## src/rtl/timer_input_pkg.sv

```systemverilog
// Shared types and sizing helpers for the timer input conditioner.
package timer_input_pkg;

    typedef enum logic [1:0] {
        IDLE         = 2'd0,
        PRESS_WAIT   = 2'd1,
        HELD         = 2'd2,
        RELEASE_WAIT = 2'd3
    } btn_state_t;

    function automatic int calc_tick_div(input int clk_hz, input int tick_hz);
        return clk_hz / tick_hz;
    endfunction

    function automatic int calc_div_width(input int tick_div);
        return (tick_div < 32'sd2) ? 32'sd1 : $clog2(tick_div);
    endfunction

    // Counter must hold the larger of the debounce and long-press targets.
    function automatic int calc_cnt_width(input int debounce_ticks, input int long_ticks);
        int max_v;
        max_v = (debounce_ticks > long_ticks) ? debounce_ticks : long_ticks;
        return (max_v < 32'sd1) ? 32'sd1 : $clog2(max_v + 32'sd1);
    endfunction

endpackage

```

## src/rtl/button_debouncer.sv

```systemverilog
// One button path: 2-flop synchronizer, debounce FSM with tick counter,
// registered press pulse and optional long-hold pulse.
module button_debouncer
    import timer_input_pkg::*;
#(
    parameter int DEBOUNCE_TICKS   = 2,
    parameter int LONG_PRESS_TICKS = 100,
    parameter bit LONG_EN          = 1'b0
) (
    input  logic clk,
    input  logic rst_n,
    input  logic tick,
    input  logic raw_in,
    output logic press_pulse,
    output logic long_pulse
);

    localparam int            CW       = calc_cnt_width(DEBOUNCE_TICKS, LONG_PRESS_TICKS);
    localparam logic [CW-1:0] DEB_CNT  = CW'(DEBOUNCE_TICKS);
    localparam logic [CW-1:0] LONG_CNT = CW'(LONG_PRESS_TICKS);
    localparam logic [CW-1:0] CNT_ONE  = CW'(32'd1);
    localparam logic [CW-1:0] CNT_ZERO = {CW{1'b0}};

    logic [1:0]    sync_q, sync_d;
    btn_state_t    state_q, state_d;
    logic [CW-1:0] cnt_q, cnt_d, cnt_inc_s;
    logic          press_q, press_d, long_q, long_d;
    logic          sync_s;

    assign sync_s      = sync_q[1];
    assign press_pulse = press_q;
    assign long_pulse  = long_q;

    // Next-state, counter and pulse logic for the debounce FSM.
    always_comb begin
        sync_d    = {sync_q[0], raw_in};
        state_d   = state_q;
        cnt_d     = cnt_q;
        press_d   = 1'b0;
        long_d    = 1'b0;
        cnt_inc_s = cnt_q + CNT_ONE;
        case (state_q)
            IDLE: begin
                if (sync_s) begin
                    state_d = PRESS_WAIT;
                    cnt_d   = CNT_ZERO;
                end else begin
                    state_d = IDLE;
                end
            end
            PRESS_WAIT: begin
                if (!sync_s) begin
                    state_d = IDLE;
                    cnt_d   = CNT_ZERO;
                end else if (tick) begin
                    if (cnt_inc_s == DEB_CNT) begin
                        state_d = HELD;
                        cnt_d   = CNT_ZERO;
                        press_d = 1'b1;
                    end else begin
                        cnt_d = cnt_inc_s;
                    end
                end else begin
                    cnt_d = cnt_q;
                end
            end
            HELD: begin
                if (!sync_s) begin
                    state_d = RELEASE_WAIT;
                    cnt_d   = CNT_ZERO;
                end else if (tick && (cnt_q < LONG_CNT)) begin
                    cnt_d  = cnt_inc_s;
                    long_d = LONG_EN && (cnt_inc_s == LONG_CNT);
                end else begin
                    cnt_d = cnt_q;
                end
            end
            RELEASE_WAIT: begin
                // A bounce back to high resumes the hold already past its long mark.
                if (sync_s) begin
                    state_d = HELD;
                    cnt_d   = LONG_CNT;
                end else if (tick) begin
                    if (cnt_inc_s == DEB_CNT) begin
                        state_d = IDLE;
                        cnt_d   = CNT_ZERO;
                    end else begin
                        cnt_d = cnt_inc_s;
                    end
                end else begin
                    cnt_d = cnt_q;
                end
            end
            default: begin
                state_d = IDLE;
                cnt_d   = CNT_ZERO;
            end
        endcase
    end

    // State, synchronizer and output registers.
    always_ff @(posedge clk or negedge rst_n) begin
        if (!rst_n) begin
            sync_q  <= 2'b00;
            state_q <= IDLE;
            cnt_q   <= CNT_ZERO;
            press_q <= 1'b0;
            long_q  <= 1'b0;
        end else begin
            sync_q  <= sync_d;
            state_q <= state_d;
            cnt_q   <= cnt_d;
            press_q <= press_d;
            long_q  <= long_d;
        end
    end

endmodule

```

## src/rtl/timer_input_conditioner.sv

```systemverilog
// Timer front end: free-running 100 Hz tick divider plus three debounced
// button paths producing single-cycle press pulses and a long-hold pulse.
module timer_input_conditioner
    import timer_input_pkg::*;
#(
    parameter int CLK_HZ           = 100_000_000,
    parameter int TICK_HZ          = 100,
    parameter int DEBOUNCE_TICKS   = 2,
    parameter int LONG_PRESS_TICKS = 100
) (
    input  logic clockSignal,
    input  logic resetSignalN,
    input  logic rawModeInput,
    input  logic rawStartOrStop,
    input  logic rawSplitOrReset,
    output logic tick100Hz,
    output logic modeInput,
    output logic startOrStop,
    output logic splitOrReset,
    output logic longPressSplitOrReset
);

    localparam int            TICK_DIV = calc_tick_div(CLK_HZ, TICK_HZ);
    localparam int            DW       = calc_div_width(TICK_DIV);
    localparam logic [DW-1:0] DIV_LAST = DW'(TICK_DIV - 32'sd1);
    localparam logic [DW-1:0] DIV_ONE  = DW'(32'd1);

    logic [DW-1:0] div_q, div_d;
    logic          tick_q, tick_d;
    logic          mode_long_s, start_long_s, split_long_s;

    assign tick100Hz = tick_q;

    // Divider next state: wrap at TICK_DIV-1 and flag the tick for next cycle.
    always_comb begin
        tick_d = (div_q == DIV_LAST);
        if (tick_d) begin
            div_d = {DW{1'b0}};
        end else begin
            div_d = div_q + DIV_ONE;
        end
    end

    // Divider and tick registers.
    always_ff @(posedge clockSignal or negedge resetSignalN) begin
        if (!resetSignalN) begin
            div_q  <= {DW{1'b0}};
            tick_q <= 1'b0;
        end else begin
            div_q  <= div_d;
            tick_q <= tick_d;
        end
    end

    button_debouncer #(
        .DEBOUNCE_TICKS  (DEBOUNCE_TICKS),
        .LONG_PRESS_TICKS(LONG_PRESS_TICKS),
        .LONG_EN         (1'b0)
    ) u_mode (
        .clk        (clockSignal),
        .rst_n      (resetSignalN),
        .tick       (tick_q),
        .raw_in     (rawModeInput),
        .press_pulse(modeInput),
        .long_pulse (mode_long_s)
    );

    button_debouncer #(
        .DEBOUNCE_TICKS  (DEBOUNCE_TICKS),
        .LONG_PRESS_TICKS(LONG_PRESS_TICKS),
        .LONG_EN         (1'b0)
    ) u_start (
        .clk        (clockSignal),
        .rst_n      (resetSignalN),
        .tick       (tick_q),
        .raw_in     (rawStartOrStop),
        .press_pulse(startOrStop),
        .long_pulse (start_long_s)
    );

    button_debouncer #(
        .DEBOUNCE_TICKS  (DEBOUNCE_TICKS),
        .LONG_PRESS_TICKS(LONG_PRESS_TICKS),
        .LONG_EN         (1'b1)
    ) u_split (
        .clk        (clockSignal),
        .rst_n      (resetSignalN),
        .tick       (tick_q),
        .raw_in     (rawSplitOrReset),
        .press_pulse(splitOrReset),
        .long_pulse (split_long_s)
    );

    // Mode and start paths have long-press disabled, so their long outputs are constant zero.
    assign longPressSplitOrReset = split_long_s | mode_long_s | start_long_s;

endmodule
```

## config.mk

```make
export PLATFORM = sky130hd
export DESIGN_NAME = timer_input_conditioner
export DESIGN_NICKNAME = d
export VERILOG_FILES = /design/src/rtl/timer_input_pkg.sv /design/src/rtl/button_debouncer.sv /design/src/rtl/timer_input_conditioner.sv
export SDC_FILE = /design/constraint.sdc
export NUM_CORES = 1
export LEC_CHECK = 0
export BUFFER_PORTS_ARGS = -buffer_cell sky130_fd_sc_hd__buf_2
export CORE_MARGIN = 2
export CORE_UTILIZATION = 62
export DETAILED_ROUTE_END_ITERATION = 12
export PLACE_DENSITY = 0.9
export SYNTH_ARGS = -nofsm -noshare
export SYNTH_HDL_FRONTEND = slang
export SYNTH_SLANG_ARGS = --single-unit
```

## constraint.sdc

```tcl
create_clock -name clockSignal -period 4.43 [get_ports clockSignal]
set_clock_uncertainty 0.1 [all_clocks]
set_input_delay 0.6645 -clock clockSignal [delete_from_list [all_inputs] [get_ports clockSignal]]
set_output_delay 0.6645 -clock clockSignal [all_outputs]
set_load 0.02 [all_outputs]
```

==> results by group, run 1 <==
Detailed routing
  – Drt wl/cell: 16.70 um
  – Vias per inst: 6.412
  – Detailed Route WL: about 7700 um
  – Initial DRC Count: between 300 and 400
  – Drt drc: 0
  – Drt first pass iters: 5
  – Vias: between 2000 and 3000
  – ANT nets after route: 0

Final layout
  – Area Growth Syn to Fin: 5.806%
  – N_diodes: 0
  – Fin util: 0.6832
  – Share of layout cells above drive strength 1: 0.1034
  – Post-route cell area: about 3800 sq um
  – Final nets: around 400
  – Filler cell count: 430

Timing
  – Fmax: 396.0 MHz
  – Max_slew headroom: 0.4687
  – Tcrit/Tclk final: 0.5701
  – Tightest Pin Transition: 0.7969 ns
  – Unrepaired setup endpoints after global routing: no
  – Slew Viols, Final: 0
  – Final setup fails: 0
  – Fin. Hold Viols: 0
  – Final min period: 2.526 ns
  – TNS Setup: 0 ns

Logic synthesis
  – Asr flop ratio synth: 1.000
  – Mapped Cells: 387
  – Post-synth EDFFs: 0
  – Syn Nets: 400
  – Synth warnings: 0
  – Ys flop type: dfrtp_1
  – Flops & latches, synth: a little under 60
  – Synth unique cells: roughly 70
  – Synth top area share: 0.4057
  – Post-synthesis sequential area ratio: 0.4057
  – Area leader, netlist: dfrtp_1
  – Syn avg cell area: 9.243 sq um
  – Synth Cell Area: 3577 sq um
  – Ranking of synthesized cells by area: dfrtp_1, xnor2_1, nand2_1

Run
  – Max Cap Violations: 0

Worst setup path
  – Setup CP Type: reg -> reg
  – Family with the most delay on the worst path: flip-flops
  – Worst Path Buf+Inv: 1
  – Critical-path cell list: clkinv_1, nor3_1, xnor2_1, o21ai_0, a22o_1
  – Data arrival time of the critical path: 2.67 ns
  – Reg2Reg Setup Slack: approximately 1.9 ns
  – CP required: 4.57 ns
  – Critical path peak fanout: 25
  – Crit. End Element: register
  – Max stage delay on crit path: 0.86 ns
  – RR Startpoint: tick100Hz
  – R2r endpoint: u_mode.cnt_q[6]
  – Startpoint class of the critical path: register
  – CP max-delay cell: dfrtp_1
  – Reg2reg path depth: 5

CTS
  – Root Buffer: clkbuf_8
  – CTS tree: done
  – H-tree depth: 3
  – Worst-Skew Late Latency: 0.35 ns
  – PostCTS Resize Cnt: 0
  – Clock Sink Count: 58
  – Clock transition at path regs: 0.07 ns
  – Post-CTS setup repair buffer count: 0
  – Worst-case clock buffer depth: 2
  – CTS Buf Count: 9
  – Post-CTS Hold Fix Bufs: 0

Global route
  – Total track usage: 0.2690
  – Initial antenna violation count: 0
  – Largest net degree at the start of global routing: 32
  – Global-route wire length before repair: 13140 um
  – Vias in the first global route: between 2000 and 3000
  – GRT Residual Overflow: 0

Floorplan
  – Num rows: 27
  – Core area: 5540 sq um
  – Die width: ~80 um
  – I/O pin cnt: 10
  – Die Area: 6394 sq um
  – Initial core utilization: 0.6457
  – Die height: 79.96 um

Pwr
  – Seq pwr share: 0.517
  – Clk network pwr share: 0.455
  – Psw: 0.0002401 W
  – Worst vdd ir: 0.2163 mV
  – Logic pwr share: 0.029
  – Pint: 0.0008137 W
  – PD cells: 278.4 nW/um^2
  – Net Sw Frac: 0.2278
  – Lkg Pwr: 1.590 nW

Placed design
  – HPWL Detailed: between 5000 and 6000 um
  – DP Area: 3600 sq um
  – Placer Congestion: 0.8758
  – Count of input and output buffers: 9

Status
  – Status: finished, final reports clean

Worst hold path
  – HP Class: in -> async
==> cells by family after synthesis <==
kind of cell	count (synthesis)	share of synthesized area
and+or+nand+nor	160	0.2354
AOI/OAI and AO/OA	85	0.1784
adders and majority gates	9	0.03078
xor gates and xnor gates	34	0.08324
buffers and inverters	33	0.04197
DFF	58	0.4057
muxes	8	0.02448
==> registers in the layout, indices dropped and copies added (netlist names), named ones only <==
name / flops
div_q: 20
u_mode.cnt_q: 7
u_split.cnt_q: 7
u_start.cnt_q: 7
u_mode.sync_q: 2
u_split.sync_q: 2
u_start.sync_q: 2
tick100Hz: 1
u_mode.press_pulse: 1
u_mode.state_q: 1
u_split.long_pulse: 1
u_split.press_pulse: 1
u_split.state_q: 1
u_start.press_pulse: 1
u_start.state_q: 1
==> cell type report <==
class                      count  area [sq um]  area share
clock buffer                  12         145.1     0.03835
clock inverter                 3         40.04     0.01058
inverter                       8         30.03    0.007934
multi-input combinational    296          1976      0.5220
sequential                    58          1451      0.3835
tap                           72         90.09     0.02380
timing repair buffer          10         52.55     0.01388
==> power groups by stage <==
stage | clock (W) | combinational [W] | sequential (W)
floorplan | 0 | 0.0000209 | 0.000546
global placement | 0 | 0.0000298 | 0.000553
detailed placement | 0 | 0.0000305 | 0.000554
CTS | 0.000484 | 0.0000307 | 0.000544
global route | 0.000507 | 0.0000347 | 0.000545
finish | 0.000479 | 0.0000302 | 0.000544
==> cells in the mapped netlist (6+ instances only) <==
cell       n
inv_1      7
o21ai_0   16
ha_1       8
xor2_1    11
nor3_1    16
dfrtp_1   58
nand2_1   43
and3_1     8
nor2_1    28
a31oi_1    6
buf_2     10
a21oi_1   10
xnor2_1   23
nand3_1   18
clkbuf_1   9
==> metal layers <==
metal / wire length (um) / share of wire / vias to the layer above / GRT usage
met5: 0 / 0 / - / 0
met4: 123 / 0.016 / 0 / 0.1068
met3: 459 / 0.060 / 14 / 0.05317
met2: 3765 / 0.49 / 97 / 0.4433
met1: 3317 / 0.43 / 1428 / 0.3484
li1: - / - / 1404 / -
==> worst max path at each step <==
stage | start | to | slack, ns | cells past startpoint
final | tick100Hz | u_mode.cnt_q[6] | 1.90 | 5
after detailed placement | tick100Hz | u_mode.cnt_q[6] | 1.96 | 5
after global routing | tick100Hz | u_mode.cnt_q[6] | 1.73 | 5
after global placement | tick100Hz | u_mode.cnt_q[6] | 2.09 | 5
after floorplan | u_start.cnt_q[0] | register | 2.49 | 6
after CTS | tick100Hz | u_mode.cnt_q[6] | 1.95 | 5
==> through the flow <==
step | setup slack [ns] | power (W) | hold WS, ns | std cells
floorplan | 2.490 | 0.0005671 | 0.2312 | 387
global placement | 2.089 | 0.0005831 | 0.2327 | 444
detailed placement | 1.957 | 0.0005840 | 0.2371 | 444
CTS | 1.950 | 0.001059 | 0.2409 | 459
global route | 1.730 | 0.001087 | 0.2647 | 459
finish | 1.904 | 0.001054 | 0.2243 | 459
==> layout by cell type, fill, tap and decap left out, types with 5 or more instances in the layout <==
master,Yosys,routed
dfrtp_1,58,58
nand2_1,43,43
nor2_1,28,28
xnor2_1,23,23
nand3_1,18,18
nor3_1,16,16
o21ai_0,16,16
xor2_1,11,11
a21oi_1,10,10
clkbuf_8,0,10
buf_2,10,9
and3_1,8,8
ha_1,8,8
inv_1,7,7
a31oi_1,6,6
nor2b_1,5,5
nand4_1,5,5
mux2i_1,5,5
and2_1,5,5
or3_1,5,5
o32ai_1,5,5
No activity file was read; power rests on OpenSTA's default activity.
==> run 2, diff against run 1 <==
==> constraint.sdc (replaced) <==
create_clock -name clockSignal -period 2.57 [get_ports clockSignal]
set_clock_uncertainty 0.1 [all_clocks]
set_input_delay 0.3855 -clock clockSignal [delete_from_list [all_inputs] [get_ports clockSignal]]
set_output_delay 0.3855 -clock clockSignal [all_outputs]
set_load 0.02 [all_outputs]
==> run 2 against run 1 <==
  * Count of clock-buffer cells in the layout is the same
  * Worst setup slack got worse by 1.5 ns
  * Sequential power rose by 73%
  * Worst hold slack worse by 0.18 ns
  * Clock power grew 110%
  * Sequential share of layout area decreased by 0.99 points
  * First-iteration DRC count decreased by 17%
  * Critical path depth grew 1
  * Largest power group is now the clock network
  * Combinational power increased by 79%
==> results by group, run 2 (synthesis gave the netlist of run 1 again) <==
Status
  – Status: finished, final reports clean

Worst setup path
  – Worst Path Buf+Inv: 0
  – RR Startpoint: u_split.cnt_q[0]
  – CP max-delay cell: dfrtp_1
  – Data arrival time of the critical path: approximately 2.3 ns
  – Startpoint class of the critical path: register
  – Setup CP Type: reg -> reg
  – Max stage delay on crit path: between 0.5 and 0.6 ns
  – Critical path depth: 6
  – Reg2reg path depth: 6
  – Critical-path cell list: ha_1, xor2_1, nor2_1, and2_1, and4b_4, mux2_4
  – Critical path peak fanout: 8
  – Crit. End Element: register
  – Family with the most delay on the worst path: flip-flops
  – CP required: about 2.7 ns
  – Reg2Reg Setup Slack: 0.45 ns

CTS
  – Post-CTS setup repair buffer count: 0
  – Clock Sink Count: 58
  – Post-CTS Hold Fix Bufs: 1
  – H-tree depth: 3
  – PostCTS Resize Cnt: 0
  – Root Buffer: clkbuf_8
  – CTS tree: done
  – Worst-Skew Late Latency: 0.34 ns
  – CTS Buf Count: 9
  – Worst-case clock buffer depth: 2
  – Clock transition at path regs: about 0.070 ns

Pwr
  – Seq pwr share: 0.471
  – Total power: around 0.0020 W
  – Net Sw Frac: 0.2158
  – Logic pwr share: 0.027
  – PD cells: just over 500 nW/um^2
  – Clk network pwr share: 0.502
  – Worst vdd ir: 0.4233 mV
  – Pint: 0.001562 W
  – Lkg Pwr: 1.644 nW
  – Psw: 0.0004298 W

Final layout
  – Commonest non-fill, non-tap cell in the layout: dfrtp_1
  – Final nets: 402
  – Most frequent cells in the layout: dfrtp_1, nand2_1, nor2_1, xnor2_1, nand3_1
  – N_diodes: 0
  – Max reg flops: 20
  – Share of layout cells above drive strength 1: 0.1218
  – Fin util: 0.7012
  – Top reg by flops: div_q
  – Area Growth Syn to Fin: 8.605%
  – Non-filler instance count after layout: between 400 and 500

Detailed routing
  – Initial DRC Count: 288
  – Vias per inst: 6.296
  – Drt first pass iters: 5
  – Detailed Route WL: 7277 um
  – Drt wl/cell: 15.62 um
  – Vias: 2934
  – ANT nets after route: 0
  – Drt drc: 0

Timing
  – Hold_ws: 0.04138 ns
  – Final min period: 2.121 ns
  – Fin. Hold Viols: 0
  – Max_slew headroom: 0.6001
  – Slew Viols, Final: 0
  – Tcrit/Tclk final: 0.8255
  – Unrepaired setup endpoints after global routing: no
  – Fmax: 471.4 MHz
  – Tightest Pin Transition: 0.5999 ns
  – Final setup fails: 0
  – TNS Setup: 0 ns

Floorplan
  – Initial core utilization: 0.6457
  – I/O pin cnt: 10
  – Die Area: 6394 sq um
  – Die height: 79.96 um
  – Num rows: 27
  – Die width: 79.96 um
  – Core area: 5540 sq um

Global route
  – Global-route wire length before repair: around 13000 um
  – Total track usage: 0.2584
  – GRT Residual Overflow: 0
  – Vias in the first global route: 2840
  – Initial antenna violation count: 0
  – Largest net degree at the start of global routing: 22

Placed design
  – HPWL Detailed: 4978 um
  – Placer Congestion: 0.9296
  – Count of input and output buffers: 9
  – Dpl cells: 449

Run
  – Max Cap Violations: 0

Worst hold path
  – Worst hold endpoint: u_mode.sync_q[0]
  – HP Class: in -> reg
  – HP Start: rawModeInput
  – Cell count of the worst hold path: 1
run 2: cell types whose count changed in the layout (fill, tap and decap cells not counted), sizes merged:
cell         delta
dlygate4sd3     +1
clkinvlp        +1
clkinv          -1
buf             +5
bufinv          +1
run 2: power groups by stage:
stage          Combinational [W]  Sequential [W]  Clock, W
3_3_place_gp           0.0000527        0.000954         0
6_report               0.0000540        0.000939  0.000999
5_1_grt                0.0000627        0.000940   0.00105
2_1_floorplan          0.0000360        0.000942         0
3_5_place_dp           0.0000538        0.000955         0
4_1_cts                0.0000552        0.000938   0.00101
run 2: layout make-up:
cell class,count,area [sq um]
clock buffer,12,165.2
clock inverter,4,72.57
fill,410,1655
inverter,8,30.03
multi-input combinational,296,1976
sequential,58,1451
tap,72,90.09
timing repair buffer,16,100.1
run 2: stage by stage:
stage	cell area [sq um]	setup WS, ns
finish	3885	0.4486
global route	3885	0.3292
CTS	3885	0.4903
detailed placement	3637	0.5017
global placement	3637	0.5796
floorplan	3577	0.6298
run 2: routing by layer:
layer  global-route usage  vias up  part of all wire
met1               0.3336     1401              0.44
li1                     -     1408                 -
met2               0.4092      109              0.48
met3              0.07014       16             0.064
met5                    0        -                 0
met4               0.1102        0             0.019
run 2: worst max path at each step:
stage                     start  endpoint
6_report       u_split.cnt_q[0]  register
5_1_grt        u_split.cnt_q[0]  register
4_1_cts        u_split.cnt_q[0]  register
3_5_place_dp   u_split.cnt_q[0]  register
3_3_place_gp   u_start.cnt_q[0]  register
2_1_floorplan  u_start.cnt_q[0]  register
